[config.mk]
export PLATFORM = sky130hd
export DESIGN_NAME = lsu_store_queue
export DESIGN_NICKNAME = d
export VERILOG_FILES = /design/src/rtl/lsu_store_queue_pkg.sv /design/src/rtl/lsu_store_queue_fwd_merge.sv /design/src/rtl/lsu_store_queue.sv
export SDC_FILE = /design/constraint.sdc
export NUM_CORES = 1
export LEC_CHECK = 0
export ABC_AREA = 0
export CORE_ASPECT_RATIO = 0.5
export CORE_UTILIZATION = 42
export CTS_BUF_LIST = sky130_fd_sc_hd__clkbuf_8
export CTS_CLUSTER_DIAMETER = 150
export DETAILED_ROUTE_END_ITERATION = 10
export PLACE_DENSITY_LB_ADDON = 0.12
export SLEW_MARGIN = 10
export SYNTH_ARGS = -nofsm -noshare
export SYNTH_HDL_FRONTEND = slang
export SYNTH_SLANG_ARGS = --single-unit
[constraint.sdc]
create_clock -name clk -period 7.28 [get_ports clk]
set_clock_uncertainty 0.05 [all_clocks]
set_input_delay 0.728 -clock clk [delete_from_list [all_inputs] [get_ports clk]]
set_output_delay 0.728 -clock clk [all_outputs]
set_load 0.1 [all_outputs]
[src/rtl/lsu_store_queue_pkg.sv]
// Shared types and sizing for the committed-store queue.
//   LSU_STORE_QUEU_SIZE : default queue depth (entries)
//   COMMIT_WIDTH        : default enqueue lanes per cycle
//   ADDR_WIDTH/DATA_WIDTH: store address/data widths; strobe is DATA_WIDTH/8
//   sq_entry_t          : one buffered store (valid, addr, data, wstrb)
//   same_word()         : true when two byte addresses fall in the same data word
package lsu_store_queue_pkg;

  localparam int unsigned LSU_STORE_QUEU_SIZE = 4;
  localparam int unsigned COMMIT_WIDTH        = 2;
  localparam int unsigned ADDR_WIDTH          = 32;
  localparam int unsigned DATA_WIDTH          = 32;
  localparam int unsigned STRB_WIDTH          = DATA_WIDTH / 8;
  // Pointer width: index bits plus one wrap bit.
  localparam int unsigned SQ_PTR_W            = $clog2(LSU_STORE_QUEU_SIZE) + 1;

  typedef struct packed {
    logic                  valid;
    logic [ADDR_WIDTH-1:0] addr;
    logic [DATA_WIDTH-1:0] data;
    logic [STRB_WIDTH-1:0] wstrb;
  } sq_entry_t;

  function automatic logic same_word(input logic [ADDR_WIDTH-1:0] a,
                                     input logic [ADDR_WIDTH-1:0] b);
    return a[ADDR_WIDTH-1:2] == b[ADDR_WIDTH-1:2];
  endfunction

endpackage

[src/rtl/lsu_store_queue_fwd_merge.sv]
// Store-to-load byte forwarding merge for the store queue.
// Walks the entries from the head (oldest) towards the youngest; every valid
// entry whose word address matches the query overwrites the bytes it strobes,
// so the youngest matching store supplies each byte.
//   i_entries    : entry array (circular buffer storage)
//   i_head_idx   : index of the oldest entry
//   i_query_addr : load byte address
//   o_fwd_mask   : bytes supplied by the queue
//   o_fwd_data   : merged bytes, zero where o_fwd_mask is 0
module lsu_store_queue_fwd_merge
  import lsu_store_queue_pkg::*;
#(
  parameter int unsigned SQ_DEPTH = LSU_STORE_QUEU_SIZE
) (
  input  sq_entry_t                     i_entries [SQ_DEPTH],
  input  logic [$clog2(SQ_DEPTH)-1:0]   i_head_idx,
  input  logic [ADDR_WIDTH-1:0]         i_query_addr,
  output logic [STRB_WIDTH-1:0]         o_fwd_mask,
  output logic [DATA_WIDTH-1:0]         o_fwd_data
);

  localparam int unsigned IDX_W = $clog2(SQ_DEPTH);

  always_comb begin
    logic [IDX_W-1:0] w_idx;
    sq_entry_t        w_ent;
    o_fwd_mask = '0;
    o_fwd_data = '0;
    w_idx      = '0;
    w_ent      = '0;
    for (int unsigned k = 0; k < SQ_DEPTH; k++) begin
      // Index arithmetic truncates to IDX_W bits, i.e. wraps modulo depth.
      w_idx = i_head_idx + IDX_W'(k);
      w_ent = i_entries[w_idx];
      if (w_ent.valid && same_word(w_ent.addr, i_query_addr)) begin
        for (int unsigned b = 0; b < STRB_WIDTH; b++) begin
          if (w_ent.wstrb[b]) begin
            o_fwd_mask[b]       = 1'b1;
            o_fwd_data[b*8 +: 8] = w_ent.data[b*8 +: 8];
          end
        end
      end
    end
  end

endmodule

[src/rtl/lsu_store_queue.sv]
// Committed-store queue between commit and the DCache write port.
// Up to ENQ_WIDTH stores enter per cycle at the tail; the head entry is
// presented on dc_req_* and retired one per accepted request. Buffered stores
// are byte-forwarded to loads through a combinational lookup.
//   clk, rst_n          : clock, synchronous active-low reset
//   enq_valid/addr/data/wstrb : per-lane store input (lane i needs lane i-1)
//   enq_ready           : free entries >= ENQ_WIDTH (registered state only)
//   dc_req_valid/ready  : head-entry handshake with the DCache
//   dc_req_addr/data/wstrb : head entry contents
//   ld_query_addr       : load address for forwarding
//   fwd_mask/fwd_data   : forwarded bytes
//   sq_count, sq_empty  : occupancy
module lsu_store_queue
  import lsu_store_queue_pkg::*;
#(
  parameter int unsigned SQ_DEPTH  = LSU_STORE_QUEU_SIZE,
  parameter int unsigned ENQ_WIDTH = COMMIT_WIDTH,
  parameter int unsigned ADDR_W    = ADDR_WIDTH,
  parameter int unsigned DATA_W    = DATA_WIDTH
) (
  input  logic                          clk,
  input  logic                          rst_n,
  input  logic [ENQ_WIDTH-1:0]          enq_valid,
  input  logic [ENQ_WIDTH*ADDR_W-1:0]   enq_addr,
  input  logic [ENQ_WIDTH*DATA_W-1:0]   enq_data,
  input  logic [ENQ_WIDTH*DATA_W/8-1:0] enq_wstrb,
  output logic                          enq_ready,
  output logic                          dc_req_valid,
  input  logic                          dc_req_ready,
  output logic [ADDR_W-1:0]             dc_req_addr,
  output logic [DATA_W-1:0]             dc_req_data,
  output logic [DATA_W/8-1:0]           dc_req_wstrb,
  input  logic [ADDR_W-1:0]             ld_query_addr,
  output logic [DATA_W/8-1:0]           fwd_mask,
  output logic [DATA_W-1:0]             fwd_data,
  output logic [$clog2(SQ_DEPTH):0]     sq_count,
  output logic                          sq_empty
);

  localparam int unsigned IDX_W  = $clog2(SQ_DEPTH);
  localparam int unsigned PTR_W  = IDX_W + 1;
  localparam int unsigned STRB_W = DATA_W / 8;

  logic [PTR_W-1:0] r_head;
  logic [PTR_W-1:0] r_tail;
  sq_entry_t        r_entries [SQ_DEPTH];

  logic [PTR_W-1:0] w_count;
  logic [PTR_W-1:0] w_free;
  logic             w_space_ok;
  logic             w_empty;
  logic [IDX_W-1:0] w_head_idx;
  sq_entry_t        w_head;
  logic             w_deq;
  logic [ENQ_WIDTH-1:0] w_enq_lane;
  logic [PTR_W-1:0] w_lane_ptr [ENQ_WIDTH];
  logic [PTR_W-1:0] w_enq_n;
  logic [STRB_W-1:0] w_fwd_mask;
  logic [DATA_W-1:0] w_fwd_data;

  // Wrap bit makes tail-head an exact occupancy in 0..SQ_DEPTH.
  assign w_count    = r_tail - r_head;
  assign w_free     = PTR_W'(SQ_DEPTH) - w_count;
  assign w_space_ok = (w_free >= PTR_W'(ENQ_WIDTH));
  assign w_empty    = (r_head == r_tail);
  assign w_head_idx = r_head[IDX_W-1:0];
  assign w_head     = r_entries[w_head_idx];
  assign w_deq      = rst_n && w_head.valid && dc_req_ready;

  // Lane placement: each accepted lane lands at tail plus the number of
  // accepted lanes before it, so lanes pack in order.
  always_comb begin
    w_enq_n = '0;
    for (int unsigned i = 0; i < ENQ_WIDTH; i++) begin
      w_enq_lane[i] = rst_n && w_space_ok && enq_valid[i];
      w_lane_ptr[i] = r_tail + w_enq_n;
      if (w_enq_lane[i]) begin
        w_enq_n = w_enq_n + PTR_W'(1);
      end
    end
  end

  always_ff @(posedge clk) begin
    if (!rst_n) begin
      r_head <= '0;
      r_tail <= '0;
      for (int unsigned i = 0; i < SQ_DEPTH; i++) begin
        r_entries[i] <= '0;
      end
    end else begin
      // Enqueue slots are always free entries, so they never alias the head.
      if (w_deq) begin
        r_entries[w_head_idx].valid <= 1'b0;
        r_head                      <= r_head + PTR_W'(1);
      end
      for (int unsigned i = 0; i < ENQ_WIDTH; i++) begin
        if (w_enq_lane[i]) begin
          r_entries[w_lane_ptr[i][IDX_W-1:0]] <= '{
            valid: 1'b1,
            addr:  enq_addr[i*ADDR_W +: ADDR_W],
            data:  enq_data[i*DATA_W +: DATA_W],
            wstrb: enq_wstrb[i*STRB_W +: STRB_W]
          };
        end
      end
      r_tail <= r_tail + w_enq_n;
    end
  end

  lsu_store_queue_fwd_merge #(
    .SQ_DEPTH (SQ_DEPTH)
  ) u_fwd_merge (
    .i_entries    (r_entries),
    .i_head_idx   (w_head_idx),
    .i_query_addr (ld_query_addr),
    .o_fwd_mask   (w_fwd_mask),
    .o_fwd_data   (w_fwd_data)
  );

  // Outputs are forced to their idle values while reset is asserted, so they
  // are defined even before the first reset edge.
  assign enq_ready    = !rst_n || w_space_ok;
  assign dc_req_valid = rst_n && w_head.valid;
  assign dc_req_addr  = w_head.addr;
  assign dc_req_data  = w_head.data;
  assign dc_req_wstrb = w_head.wstrb;
  assign fwd_mask     = rst_n ? w_fwd_mask : '0;
  assign fwd_data     = rst_n ? w_fwd_data : '0;
  assign sq_count     = rst_n ? w_count : '0;
  assign sq_empty     = !rst_n || w_empty;

endmodule
==> summary.json <==
{
  "number_of_synthesis_warnings": {"value": 0},
  "starting_utilization_of_the_core_area": {"value": 42.65, "unit": "%"},
  "wl_met3": {"value": 4752, "unit": "µm"},
  "post_synthesis_cell_area": {"value": 0.02220, "unit": "mm²"},
  "setup_viol": {"value": 0},
  "report.final.hold_viol_count": {"value": 0},
  "ctsRootBufferMaster": {"value": "clkbuf_8"},
  "clockBufferDepth": {"value": 3},
  "seq_area_frac_synth": {"value": 25.43, "unit": "%"},
  "status": {"value": "complete, but fails checks"},
  "leakage_power_figure": {"value": 9.203, "unit": "nW"},
  "route.detailed.wl_per_inst": {"value": 24.39, "unit": "µm"},
  "dr_wl_met2": {"value": 35960, "unit": "µm"},
  "critical_path.cell_chain": {"value": "clkinv_1 -> ha_4 -> buf_12 -> buf_12 -> mux2_2 -> a222oi_1 -> a31oi_1 -> a2111oi_0 -> and4_1 -> and2_1 -> nand3_2 -> o32ai_4 -> buf_12"},
  "ant_nets": {"value": 0},
  "crit_path_start_kind": {"value": "flop"},
  "finish.cell_count_without_fillers": {"value": 3087},
  "nNetsFinal": {"value": 2531},
  "clk_transition_reported_paths": {"value": 70, "unit": "ps"},
  "r2r-start": {"value": "r_head[0]$_SDFFE_PN0P_"},
  "relSlewSlack": {"value": 24.44, "unit": "%"},
  "clock_tree.htree_level_count": {"value": 2},
  "p_per_area": {"value": 319.1, "unit": "mW/mm²"},
  "io-pin-count": {"value": 283},
  "vias": {"value": 19162},
  "worst_setup_path_startpoint": {"value": "r_head[0]$_SDFFE_PN0P_"},
  "setup.worst_path.class": {"value": "flop to output port"},
  "unrepaired_setup_endpoints_after_global_routing": {"value": "false"},
  "dp_hpwl": {"value": 51350, "unit": "µm"},
  "clock_sinks": {"value": 282},
  "synth-seq-cells": {"value": 282},
  "floorplan.rows": {"value": 59},
  "layout-area-overhead-vs-synth": {"value": 21.81, "unit": "%"},
  "synth_area_per_cell": {"value": 10.05, "unit": "µm²"},
  "worst-r2r-setup-slack": {"value": 1940, "unit": "ps"},
  "hold_class": {"value": "flop to flop"},
  "die_h": {"value": 164.6, "unit": "µm"},
  "critical-path-top-cell-by-count": {"value": "buf_12"},
  "worst_setup_path_end_kind": {"value": "output port"},
  "detail_route.wirelength.met1": {"value": 32430, "unit": "µm"},
  "crit-reg2reg-capture": {"value": "r_entries[183]$_SDFF_PN0_"},
  "critical-path-max-stage-delay": {"value": 650, "unit": "ps"},
  "distinct_cell_type_count_after_synthesis": {"value": 65},
  "die_width": {"value": 327.1, "unit": "µm"},
  "cp.buffers_inverters": {"value": 4},
  "commonest_non_fill_non_tap_cell_in_the_layout": {"value": "mux2i_1"},
  "ir_worst_vdd": {"value": 0.1973, "unit": "mV"},
  "crit_arrival": {"value": 5920, "unit": "ps"},
  "synth_ff_type": {"value": "dfxtp_1"},
  "avgViaCountPerCell": {"value": 6.207},
  "overflow": {"value": 0},
  "cpLargestDelayFamily": {"value": "simple AND/OR/NAND/NOR gates"},
  "dp.cells": {"value": 2992},
  "grt_pass1_wl": {"value": 113700, "unit": "µm"},
  "drcViolationCount": {"value": 4},
  "final.hold.worst_slack": {"value": 490.0, "unit": "ps"},
  "timing.final.max_slew_violations": {"value": 0},
  "design_power_total": {"value": 0.008628, "unit": "W"},
  "cts.hold.buffers_added": {"value": 0},
  "cp_max_fo": {"value": 27},
  "worst-endpoint-required": {"value": 6500, "unit": "ps"},
  "dieArea": {"value": 0.05383, "unit": "mm²"},
  "asyncSetResetFlopFracSynth": {"value": 0, "unit": "%"},
  "finalInstanceArea": {"value": 0.02704, "unit": "mm²"},
  "syn-num-nets": {"value": 2395},
  "finalWirelength": {"value": 75280, "unit": "µm"},
  "vias_in_the_first_global_route": {"value": 18274},
  "gp_congestion": {"value": 0.9704},
  "r2r_cells": {"value": 13},
  "crit_slowest_cell": {"value": "dfxtp_4"},
  "final.min_clock_period": {"value": 6696, "unit": "ps"},
  "coreArea": {"value": 0.05204, "unit": "mm²"},
  "period_share": {"value": 91.98, "unit": "%"},
  "violations_in_the_final_reports": {"value": "design-rule violations"},
  "antenna_violations_before_repair": {"value": 5},
  "groute.usage.overall": {"value": 27.36, "unit": "%"},
  "synth_edf_count": {"value": 0},
  "cts_tree": {"value": "yes"},
  "maxUsedRoutingLayer": {"value": "met4"},
  "worst_skew_pair.late_latency": {"value": 640, "unit": "ps"},
  "first_pass_iters": {"value": 8},
  "grt_max_degree": {"value": 130},
  "tightestPinTransition": {"value": 1133, "unit": "ps"},
  "port_buffers": {"value": 280},
  "worst_setup_path_endpoint": {"value": "fwd_data[13]"},
  "synthCells": {"value": 2209},
  "cts_made_buffers": {"value": 46},
  "final_cell_mix": {"value": "mux2i_1 (378), a21oi_1 (301), o21ai_0 (283)"},
  "max_cap_viol_count": {"value": 0},
  "area_after_dpl": {"value": 0.02602, "unit": "mm²"},
  "drive_above_1_share": {"value": 18.35, "unit": "%"},
  "drt_first_iter_violations": {"value": 1535},
  "fmax": {"value": 0.1493, "unit": "GHz"},
  "critical_path_depth": {"value": 13}
}
## cell type report
class	instances	area (µm²)
diodes	5	12.51
clock buffers	57	784.5
clock inverters	27	151.4
fillers	4797	25010
inverters	46	172.7
multi-input cells	1645	15780
flip-flops and latches	282	5653
well taps	701	877.1
repair buffers	324	3607
## synth_stat cells (4+ instances only)
| master | n | share of area (%) |
|---|---|---|
| xnor2_1 | 93 | 3.7 |
| and2_1 | 15 | 0.42 |
| o221ai_1 | 9 | 0.36 |
| nor4_1 | 14 | 0.39 |
| nand3_1 | 12 | 0.27 |
| a221oi_1 | 20 | 0.79 |
| a211oi_1 | 6 | 0.20 |
| mux2i_1 | 378 | 17 |
| nand4_1 | 12 | 0.34 |
| o32ai_1 | 20 | 0.79 |
| xor2_1 | 24 | 0.95 |
| mux2_2 | 15 | 0.76 |
| clkbuf_1 | 142 | 2.4 |
| buf_1 | 31 | 0.52 |
| a21o_1 | 7 | 0.24 |
| and4_1 | 7 | 0.28 |
| buf_6 | 9 | 0.46 |
| nor2b_1 | 21 | 0.59 |
| buf_2 | 36 | 0.81 |
| nor3_1 | 8 | 0.18 |
| a221o_1 | 7 | 0.32 |
| a31oi_1 | 6 | 0.17 |
| a2bb2oi_1 | 4 | 0.16 |
| inv_1 | 46 | 0.78 |
| o21ai_0 | 283 | 6.4 |
| nand2_1 | 32 | 0.54 |
| or3_1 | 5 | 0.14 |
| and3_1 | 7 | 0.20 |
| o2111ai_1 | 4 | 0.16 |
| dfxtp_1 | 282 | 25 |
| or4_1 | 5 | 0.17 |
| o22ai_1 | 8 | 0.23 |
| nand4b_1 | 8 | 0.32 |
| o21a_1 | 6 | 0.20 |
| buf_4 | 17 | 0.57 |
| ha_1 | 11 | 0.62 |
| nor2_1 | 18 | 0.30 |
| mux4_2 | 220 | 22 |
| a311oi_1 | 6 | 0.24 |
| a21oi_1 | 306 | 6.9 |
## flip-flops by register name (all words and copies together), names as in the netlist
name       cells
r_head         3
r_tail         3
r_entries    276
## report_power, final
group          switching [W]  internal [W]  leakage [nW]  total [W]
sequential          0.000533       0.00195          2.29    0.00248
clock               0.000728      0.000744         0.538    0.00147
combinational        0.00297       0.00170          6.37    0.00467
total                0.00423       0.00439          9.20    0.00863
## stage by stage
stage / setup WS [ps] / setup TNS, ps / utilization (%)
after detailed placement: 754.4 / 0 / 49.99
after global placement: 882.8 / 0 / 49.99
after floorplan: -232.4 / -232.4 / -
after CTS: 68.67 / 0 / 51.79
after global routing: 199.2 / 0 / 51.94
final: 583.8 / 0 / 51.95
## cell families (layout without fill, tap and decap cells)
family	after synthesis	in the layout	share of synthesized area (%)
flip-flops	282	282	25.43
AND/OR/NAND/NOR	179	179	4.882
other	0	5	0
XOR/XNOR	117	117	4.617
buffers and inverters	282	454	5.569
adder cells (fa/ha/maj)	13	13	0.8004
multiplexers	613	613	40.13
AO/OA/AOI/OAI	723	723	18.57
## per-layer routing
metal / vias up / track usage [%]
li1: 8892 / -
met3: 125 / 4.708
met4: 0 / 8.284
met1: 9590 / 36.74
met2: 555 / 45.23
met5: - / 0
## timing repair
action,in CTS,in global routing
endpoints found under the setup margin,0,23
gates resized for setup,0,1
buffers inserted,0,6
## worst min path at each step
stage / from / to / slack (ps) / depth (start not counted)
2_1_floorplan: r_entries[137]$_SDFF_PN0_ / r_entries[137]$_SDFF_PN0_ / 440 / 2
3_3_place_gp: r_entries[137]$_SDFF_PN0_ / r_entries[137]$_SDFF_PN0_ / 460 / 2
3_5_place_dp: r_entries[137]$_SDFF_PN0_ / r_entries[137]$_SDFF_PN0_ / 470 / 2
4_1_cts: r_entries[137]$_SDFF_PN0_ / r_entries[137]$_SDFF_PN0_ / 480 / 2
6_report: r_tail[2]$_SDFF_PN0_ / r_tail[2]$_SDFF_PN0_ / 490 / 2
5_1_grt: r_head[2]$_SDFFE_PN0P_ / r_head[2]$_SDFFE_PN0P_ / 510 / 2
## worst register-to-register path, cell delays in order, from the launching register on
cell     delay, ps
dfxtp_4        650
buf_4          730
ha_1           310
fa_1           460
ha_1           240
xor2_1         150
or3_1          340
and3_1         310
ha_1           270
xnor2_1        290
nand3_4        660
buf_4          520
o21ai_0        180
a21oi_1         60
(Power assumes the default switching activity.)
